### config.mk
export PLATFORM = sky130hd
export DESIGN_NAME = apb_req_gen
export DESIGN_NICKNAME = d
export VERILOG_FILES = /design/src/rtl/apb_req_gen.sv
export SDC_FILE = /design/constraint.sdc
export NUM_CORES = 1
export LEC_CHECK = 0
export BUFFER_PORTS_ARGS = -buffer_cell sky130_fd_sc_hd__buf_2
export CAP_MARGIN = 20
export CORE_ASPECT_RATIO = 1.2
export CORE_UTILIZATION = 47
export DETAILED_ROUTE_END_ITERATION = 10
export PLACE_DENSITY = 0.74
export SYNTH_ARGS = -nofsm -noshare
export SYNTH_HDL_FRONTEND = slang
export SYNTH_SLANG_ARGS = --single-unit
### constraint.sdc
create_clock -name clk -period 4.15 [get_ports clk]
set_clock_uncertainty 0.1 [all_clocks]
set_input_delay 0.415 -clock clk [delete_from_list [all_inputs] [get_ports clk]]
set_output_delay 0.415 -clock clk [all_outputs]
set_load 0.005 [all_outputs]
### src/rtl/apb_req_gen.sv
// Pseudo-random APB command generator: an IDLE/WAIT/GEN scheduler paced by an
// upstream LFSR feeds a small command FIFO whose head is offered downstream.
module apb_req_gen #(
    parameter int FIFO_DEPTH = 4
) (
    input  logic       clk,
    input  logic       reset,
    input  logic       en,
    input  logic [3:0] lfsr_i,
    input  logic       req_ready,
    output logic       req_valid,
    output logic       req_write,
    output logic [2:0] req_addr,
    output logic [7:0] req_wdata,
    output logic       busy,
    output logic [7:0] issued_cnt
);

    localparam int AW = (FIFO_DEPTH > 1) ? $clog2(FIFO_DEPTH) : 1;
    localparam logic [AW:0]   FULL_CNT = (AW+1)'(FIFO_DEPTH);
    localparam logic [AW:0]   CNT_ONE  = (AW+1)'(1);
    localparam logic [AW-1:0] PTR_ONE  = AW'(1);

    typedef enum logic [1:0] {
        IDLE,
        WAIT,
        GEN
    } state_t;

    typedef struct packed {
        logic       write;
        logic [2:0] addr;
        logic [7:0] wdata;
    } cmd_t;

    state_t        state;
    logic [1:0]    gap_cnt;
    logic [7:0]    seq_cnt;

    cmd_t          mem [FIFO_DEPTH];
    logic [AW-1:0] rd_ptr;
    logic [AW-1:0] wr_ptr;
    logic [AW:0]   count;

    logic          fifo_empty;
    logic          fifo_full;
    logic          push;
    logic          pop;
    cmd_t          head;

    assign fifo_empty = (count == '0);
    assign fifo_full  = (count == FULL_CNT);
    // Full is judged on the pre-edge occupancy, so a same-cycle pop never frees a slot for the push.
    assign push       = (state == GEN) && !fifo_full;
    assign pop        = !fifo_empty && req_ready;

    // NOTE: sequential state uses non-blocking assignments only, so every block sees pre-edge values.
    always_ff @(posedge clk or negedge reset) begin
        if (!reset) begin
            state   <= IDLE;
            gap_cnt <= 2'd0;
            seq_cnt <= 8'd0;
        end else begin
            case (state)
                IDLE: begin
                    if (en) begin
                        gap_cnt <= lfsr_i[1:0];
                        state   <= WAIT;
                    end
                end
                WAIT: begin
                    if (!en)
                        state <= IDLE;
                    else if (gap_cnt == 2'd0)
                        state <= GEN;
                    else
                        gap_cnt <= gap_cnt - 2'd1;
                end
                GEN: begin
                    if (push) begin
                        seq_cnt <= seq_cnt + 8'd1;
                        if (en) begin
                            gap_cnt <= lfsr_i[1:0];
                            state   <= WAIT;
                        end else begin
                            state <= IDLE;
                        end
                    end
                end
                default: state <= IDLE;
            endcase
        end
    end

    always_ff @(posedge clk or negedge reset) begin
        if (!reset) begin
            rd_ptr <= '0;
            wr_ptr <= '0;
            count  <= '0;
        end else begin
            if (push)
                wr_ptr <= wr_ptr + PTR_ONE;
            if (pop)
                rd_ptr <= rd_ptr + PTR_ONE;
            case ({push, pop})
                2'b10:   count <= count + CNT_ONE;
                2'b01:   count <= count - CNT_ONE;
                default: count <= count;
            endcase
        end
    end

    // NOTE: storage is deliberately not reset; the head is masked to zero whenever the FIFO is empty.
    always_ff @(posedge clk) begin
        if (push)
            mem[wr_ptr] <= '{write: lfsr_i[3], addr: lfsr_i[2:0], wdata: seq_cnt};
    end

    always_ff @(posedge clk or negedge reset) begin
        if (!reset)
            issued_cnt <= 8'd0;
        else if (pop)
            issued_cnt <= issued_cnt + 8'd1;
    end

    assign head      = fifo_empty ? '0 : mem[rd_ptr];
    assign req_valid = !fifo_empty;
    assign req_write = head.write;
    assign req_addr  = head.addr;
    assign req_wdata = head.wdata;
    assign busy      = (state != IDLE) || !fifo_empty;

endmodule

==> run metrics, run 1 <==
Post-Syn Nets between 200 and 250; Max-slew headroom around two fifths; Die Width ~77 microns; die area ~7100 sq um; Final min period 2620 ps; CTS Sinks 75; unrepaired setup endpoints after global routing false; outcome finished, final reports clean; R2R Path Start count[0]; clock-pin slew on the worst setup and hold paths ~70 ps; initial DRC count around 140; first-pass GRT wire length 8260 microns; worst skew pair latency 330 ps; Avg WL per Cell approximately 15 microns; largest net degree at the start of global routing 28; fill cell count around 530; Syn Inst Count approximately 200; CTS root buffer clkbuf_8; WP data arrival ~2100 ps; IO Port Bufs 29; Layout area overhead 13.4%; initial antenna violation count 0; most common cell after layout, fill and taps aside edfxtp_1; Rows 32; clk buf depth 2; Tot GR Track Use approximately 16%; yosys synthesis warning count 0; Detail Route Antenna Nets 0; Post-CTS Setup Bufs 0; Max Cap Viol 0; TritonCTS clock tree built; placed cell area 3410 sq um; Fmax approximately 380 MHz; GRT overflow 0; gpl congestion between 0.7 and 0.8; HP Start lfsr_i[2]; post-DP HPWL roughly 3200 microns; fin crit share a little over three fifths; # H-tree levels 3; pwr dens approximately 630 nW/um^2; flop-to-flop setup slack approximately 1800 ps; Setup Viol. Count Final 0; RR Endpoint count[2]; register area share after synthesis ~66%; Setup CP Type register to output pin; synthesized area per cell approximately 16 sq um; # DRC 0; Final #Nets 250; DRT Pass-1 Iters 4; Initial Utilization just under 50%; CP Launch Type register; Num CTS Buffers 9; Vert. Die Dim 92.2 microns; Slew Viols, Final 0; Core Region 6490 sq um; CP Capture Type output pin; antenna cells 0; routed wire length a little under 5000 microns; share of cells above drive strength 1 a little over a quarter; top-level I/O count 30; Final Hold Viols 0; final instance area roughly 3600 sq um; vias in the first global route 1654; Resized cells post-CTS 0; crit-path max FO 14; most frequent cells in the layout edfxtp_1, buf_2, dfrtp_1; r2r worst-path depth 9; Critical Path RT about 3600 ps; number of vias per cell roughly 5.1; Synth Cell Area about 3200 sq um; cts-stage hold buffer count 1; vias between 1.5k and 2k; library cells used by synthesis 35; peak supply drop 0.286 mV; hold path endpoint mem[2][10]; WHS Path Cells 1; HP Class input port to register; FF+latch count, synth 75; P_leak approximately 1.4 nW; Slew @ Worst Pin a little under 900 ps; setup TNS 0 ps
flip-flops by register name (all words and copies together), names as in the netlist:
register,cells
mem,48
issued_cnt,8
rd_ptr,2
gap_cnt,2
wr_ptr,2
state,2
seq_cnt,8
count,3
area by class of cell:
class                   instances  area (sq um)  share of cell area (%)
well taps                      85           106                    2.94
repair buffers                 31           163                    4.50
clock buffers                  10           138                    3.81
clock inverters                 6          55.1                    1.52
multi-input cells             105           996                    27.5
inverters                      11          41.3                    1.14
flip-flops and latches         75          2120                    58.5
cells by family after synthesis:
| kind of cell | Yosys count | share of synthesized area [%] |
|---|---|---|
| AO/OA/AOI/OAI | 5 | 1.45 |
| XOR/XNOR | 20 | 5.49 |
| adder cells (fa/ha/maj) | 9 | 3.77 |
| buffers and inverters | 17 | 2.39 |
| flip-flops | 75 | 66.4 |
| multiplexers | 16 | 10.0 |
| AND/OR/NAND/NOR | 55 | 10.5 |
critical path, cell delays in order (launching register included):
cell and delay [ps]:
dfrtp_1 920, mux4_2 590, nor2b_1 140, buf_2 120
Yosys cell counts:
library cell,instances,area [sq um]
buf_2,4,20.0
nor3b_4,1,18.8
buf_6,1,11.3
dfrtp_1,27,676
xnor2_1,8,70.1
or3b_2,1,8.76
o221ai_1,1,8.76
o22ai_1,1,6.26
nor4_1,3,18.8
mux2_4,2,30.0
fa_1,1,20.0
ha_1,8,100
nor4bb_1,1,10.0
edfxtp_1,48,1440
and2_1,4,25.0
clkbuf_1,1,3.75
nor2_4,1,11.3
o21ai_1,1,5.00
nor3_1,5,25.0
nand4_1,4,25.0
nor3b_1,2,15.0
nor2_1,2,7.51
nand2b_1,3,18.8
inv_1,11,41.3
nand2_1,9,33.8
or3_1,1,6.26
and3_1,1,6.26
nor2b_1,12,75.1
a21oi_1,1,5.00
xor2_1,12,105
mux2i_1,2,20.0
o31ai_4,1,21.3
nand3_1,4,20.0
mux4_2,12,270
or3b_1,1,8.76
through the flow:
step	setup slack (ps)	util (%)	std cells	hold slack, ps	total power, mW
after floorplan	2000	-	197	19.4	1.59
after global placement	1860	52.6	306	352	1.78
after detailed placement	1810	52.6	306	361	1.80
after CTS	1470	55.7	323	181	2.33
after global routing	1380	55.7	323	194	2.46
final	1530	55.7	323	205	2.29
layer usage:
layer / GRT usage, % / share of wire [%] / vias to the layer above
met5: 0 / 0 / -
met4: 8.49 / 1.5 / 0
met3: 3.78 / 2.5 / 8
met2: 24.9 / 52 / 25
met1: 20.5 / 44 / 835
li1: - / - / 792
power breakdown:
group | internal [mW] | switching (mW)
Combinational | 0.376 | 0.270
Sequential | 0.932 | 0.190
Clock | 0.288 | 0.240
Total | 1.60 | 0.699
worst max-delay path by stage:
stage | start | end | cells past startpoint
after detailed placement | count[0] | count[2] | 9
after CTS | rd_ptr[0] | req_wdata[0] | 3
after global routing | rd_ptr[0] | req_wdata[7] | 3
after floorplan | count[0] | count[2] | 10
after global placement | count[2] | count[2] | 9
final | rd_ptr[0] | req_wdata[5] | 3
No activity file was read; power rests on OpenSTA's default activity.
==> run 2: changes to the inputs <==
clock period = 2.43 ns   (was 4.15 ns; I/O delays follow)
==> run 2 against run 1 <==
  * First-iteration DRC count is 17% lower
  * Wire length is 7.8% higher
  * Setup slack worse by 1300 ps
  * Non-clock buffer count is 8 higher
  * Clock-buffer cell count is 1 lower
  * Largest cell class unchanged
  * Largest power group unchanged
==> run metrics, run 2 (synthesis results as in run 1) <==
outcome finished, final reports clean; clock-pin slew on the worst setup and hold paths about 80 ps; Num CTS Buffers 9; Detail Route Antenna Nets 0; flop-to-flop setup slack between 300 and 400 ps; Critical Path RT ~2100 ps; unrepaired setup endpoints after global routing false; TritonCTS clock tree built; fin crit share ~90%; CP Capture Type output pin; Final Hold Viols 0; Initial Utilization between 40% and 50%; Max-slew headroom between 50% and 60%; Final min period ~2200 ps; max reg flops 48; gpl congestion between 0.7 and 0.8; initial DRC count around 120; leading registers by flop count mem: 48 flops, issued_cnt: 8 flops, seq_cnt: 8 flops; Rows 32; setup TNS 0 ps; R2R Path Start count[2]; top-level I/O count 30; # DRC 0; Setup CP Type register to output pin; Die Width around 77 microns; P_leak 1.44 nW; clk buf depth 2; fill cell count ~540; largest net degree at the start of global routing 28; Vert. Die Dim a little over 90 microns; Avg WL per Cell 15.9 microns; worst skew pair latency between 300 and 400 ps; first-pass GRT wire length approximately 8600 microns; placed cells about 310; Layout area overhead 14.7%; HP Class input port to register; vias in the first global route between 1.5k and 2k; post-route insts no fill 331; # H-tree levels 3; Core Region about 6500 sq um; routed wire length roughly 5300 microns; share of cells above drive strength 1 28.9%; most common cell after layout, fill and taps aside edfxtp_1; Fmax between 400 and 500 MHz; die area 7120 sq um; RR Endpoint count[2]; Largest Register mem; Final #Nets roughly 260; post-DP HPWL between 3000 and 4000 microns; CTS root buffer clkbuf_8; peak supply drop roughly 0.34 mV; WP data arrival between 1500 and 2000 ps; Power Total 3.93 mW; r2r worst-path depth 9; Slew Viols, Final 0; Tot GR Track Use ~16%; pwr dens around 1100 nW/um^2; most frequent cells in the layout edfxtp_1, buf_2, dfrtp_1; Slew @ Worst Pin 620 ps; Max Cap Viol 0; WHS Path Cells 1; CP Launch Type register; number of vias per cell around 5.1; crit-path max FO 14; DRT Pass-1 Iters 4; GRT overflow 0; CTS Sinks between 70 and 80; Setup Viol. Count Final 0; initial antenna violation count 0; hold path endpoint mem[1][10]; HP Start lfsr_i[2]; vias approximately 1.7k; antenna cells 0; IO Port Bufs 29
[run 2: cell types whose count changed in the layout (fill, tap and decap cells not counted), sizes merged]
cell / previous run / this run
clkinvlp: 1 / 4
bufinv: 1 / 0
inv: 11 / 13
buf: 30 / 38
clkinv: 4 / 1
clkbuf: 10 / 9
[run 2: worst max-delay path, stage by stage, from the launching register on]
cell and delay [ps]:
dfrtp_1 350, buf_4 280, mux4_2 540, nor2b_1 160, buf_2 140
[run 2: final cells by class]
type                            instances  area, sq um  share of cell area, %
Clock buffer                            9          124                   3.39
Timing Repair Buffer                   39          223                   6.09
Inverter                               11         41.3                   1.13
Clock inverter                          7         51.3                   1.40
Sequential cell                        75         2120                   57.9
Tap cell                               85          106                   2.91
Multi-Input combinational cell        105          996                   27.2
[run 2: power by group]
part / total (mW) / internal [mW] / switching [mW] / leakage (nW)
Sequential: 1.86 / 1.59 / 0.268 / 0.765
Combinational: 1.22 / 0.673 / 0.544 / 0.601
Clock: 0.849 / 0.373 / 0.475 / 0.0759
[run 2: routing by layer]
metal	vias to the layer above	global-route usage [%]	wire length (microns)	share of wire, %
li1	805	-	-	-
met1	847	21.4	2360	45
met5	-	0	0	0
met3	5	3.28	129	2.4
met2	28	26.3	2710	51
met4	0	8.49	70	1.3
[run 2: through the flow]
step	hold slack [ps]	utilization (%)	instance area [sq um]	setup WS (ps)
floorplan	-153	-	3190	279
global placement	187	53.5	3470	378
finish	25.8	56.4	3660	270
global route	11.2	56.4	3660	145
detailed placement	202	53.5	3470	306
CTS	12.7	56.4	3660	239
[run 2: repair_timing]
item / CTS / global route
hold buffers: 1 / 0
resized for setup: 0 / 0
endpoints found under the hold margin: 27 / 0
buffers inserted: 0 / 0
[run 2: worst max path at each step]
stage / startpoint / cells after the start / slack [ps] / endpoint
detailed placement: count[0] / 9 / 310 / count[2]
global placement: count[0] / 9 / 380 / count[2]
floorplan: count[0] / 10 / 280 / count[2]
finish: rd_ptr[0] / 4 / 270 / req_wdata[0]
global route: count[2] / 9 / 140 / count[2]
CTS: rd_ptr[0] / 4 / 240 / req_wdata[0]
==> run 3: changes to the inputs <==
clock period = 2.6 ns   (was 2.43 ns; I/O delays follow)
==> run 3 against run 2 <==
  * Combinational power decreased by 7%
  * First-iteration DRC count is 27% higher
  * Clock-buffer cell count rose by 1
  * Die area unchanged
  * Sequential share of layout area decreased by 0.41 points
  * Via count rose by 1.4%
  * Design area grew 0.72%
  * Final cell count shrank 0.60%
  * Non-clock buffer count down 2
  * Global-route usage grew 0.65 points
  * Largest cell class unchanged
  * Highest routed layer unchanged
==> run metrics, run 3 (synthesis results as in run 1) <==
flop-to-flop setup slack 440 ps; slowest CP cell dfrtp_1; Int Pwr ~2.7 mW; Final #Nets about 260; Reg power frac about 45%; routed wire length roughly 5400 microns; Layout area overhead 15.5%; r2r worst-path depth 9; met3 wire length around 160 microns; WHS Path Cells 1; crit-path max cell delay 410 ps; setup TNS 0 ps; P_leak approximately 1.5 nW; # DRC 0; IO Port Bufs 29; HP Class input port to register; CTS root buffer clkbuf_8; Slew Viols, Final 0; first-pass GRT wire length roughly 9000 microns; max layer used met4; pwr dens between 1000 and 1500 nW/um^2; combinational power share between 20 and 30%; clk buf depth 2; Tot GR Track Use between 15 and 20%; Core Region approximately 6500 sq um; Slew @ Worst Pin 629 ps; switching share of total power 30.9%; peak supply drop between 0.3 and 0.4 mV; final hold slack between 30 and 40 ps; crit-path max FO 9; die area ~7100 sq um; Rows 32; share of cells above drive strength 1 around 28%; fin crit share 82.9%; Max-slew headroom about three fifths; vias in the first global route 1823; register area 2120 sq um; multi-input logic area ~1000 sq um; CP Capture Type register; RR Endpoint count[2]; Largest Register mem; worst skew pair latency roughly 340 ps; Avg WL per Cell ~16 microns; Die Width 77.2 microns; cell-by-cell listing of the critical path nand2b_1 > nor2_4 > inv_1 > ha_1 > inv_1 > fa_1 > xor2_1 > nor2_1 > xor2_1; TritonCTS clock tree built; met1 wire length about 2200 microns; leading registers by flop count mem: 48 flops, issued_cnt: 8 flops, seq_cnt: 8 flops; Sw Pwr approximately 1.2 mW; max reg flops 48; Max Cap Viol 0; post-route insts no fill roughly 330; metal2 WL 2970 microns; Final min period roughly 2200 ps; clock share of power 25.0%; fill cell count about 530; Initial Utilization approximately half; # H-tree levels 3; Num CTS Buffers 9; initial antenna violation count 0; gpl congestion 0.820; critical path endpoint count[2]; Setup Viol. Count Final 0; largest net degree at the start of global routing 28; worst setup path start state[0]; top-level I/O count 30; R2R Path Start state[0]; antenna cells 0; CP Launch Type register; Detail Route Antenna Nets 0; CTS Sinks 75; post-DP HPWL approximately 3600 microns; vias 1708; Post-CTS Setup Bufs 0; DRT Pass-1 Iters 5; Setup CP Type register to register; unrepaired setup endpoints after global routing false; clock-pin slew on the worst setup and hold paths ~80 ps; placed cells ~310; GRT overflow 0; initial DRC count around 150; final cell utilization of the core between 50 and 60%; most frequent cells in the layout edfxtp_1, buf_2, dfrtp_1; Fmax around 460 MHz; Critical Path RT 2770 ps; Vert. Die Dim 92.2 microns; number of vias per cell 5.19; outcome finished, final reports clean; most common cell after layout, fill and taps aside edfxtp_1; WP data arrival approximately 2300 ps; Final Hold Viols 0
-- run 3: cell count changes in the layout (fill, tap and decap cells not counted), sizes merged --
| cell | delta |
|---|---|
| buf | -2 |
| bufinv | +2 |
| clkbuf | +1 |
| clkinvlp | -2 |
| inv | -1 |
-- run 3: stage by stage --
| step | instance area, sq um | setup WS [ps] | total power [mW] |
|---|---|---|---|
| 2_1_floorplan | 3190 | 449 | 2.53 |
| 3_3_place_gp | 3460 | 521 | 2.88 |
| 3_5_place_dp | 3460 | 449 | 2.92 |
| 4_1_cts | 3680 | 409 | 3.89 |
| 5_1_grt | 3680 | 265 | 4.09 |
| 6_report | 3680 | 444 | 3.84 |
-- run 3: area by class of cell --
cell class              count  area share, %
flip-flops and latches     75           57.5
multi-input cells         105           27.0
repair buffers             37           5.64
clock buffers              10           3.46
well taps                  85           2.89
clock inverters             6           2.41
inverters                  11           1.12
-- run 3: worst min path at each step --
stage	start	end	slack (ps)
6_report	lfsr_i[2]	mem[0][10]	40
5_1_grt	lfsr_i[2]	mem[0][10]	30
4_1_cts	lfsr_i[2]	mem[0][10]	30
3_5_place_dp	reset	issued_cnt[7]	210
3_3_place_gp	reset	gap_cnt[0]	210
2_1_floorplan	reset	count[0]	-140
-- run 3: repair_timing --
item,CTS,global route
hold endpoints to repair,27,0
gates resized for setup,0,0
setup endpoints to repair,0,0
hold buffers,1,0
-- run 3: power groups by stage --
stage / Combinational, mW / Sequential, mW / Clock (mW)
5_1_grt: 1.29 / 1.78 / 1.02
6_report: 1.14 / 1.74 / 0.962
4_1_cts: 1.17 / 1.74 / 0.976
3_3_place_gp: 1.13 / 1.75 / 0
2_1_floorplan: 0.865 / 1.67 / 0
3_5_place_dp: 1.15 / 1.76 / 0
-- run 3: critical path, delay by kind of cell, from the launching register on --
family	cells	cell delay (ps)
adders and majority gates	2	550
and+or+nand+nor	3	570
buffers and inverters	2	140
xor gates and xnor gates	2	300
DFF	1	410
-- run 3: routing by layer --
| layer | track usage [%] | vias up |
|---|---|---|
| li1 | - | 805 |
| met1 | 20.1 | 857 |
| met2 | 29.6 | 36 |
| met3 | 2.49 | 10 |
| met4 | 10.4 | 0 |
| met5 | 0 | - |
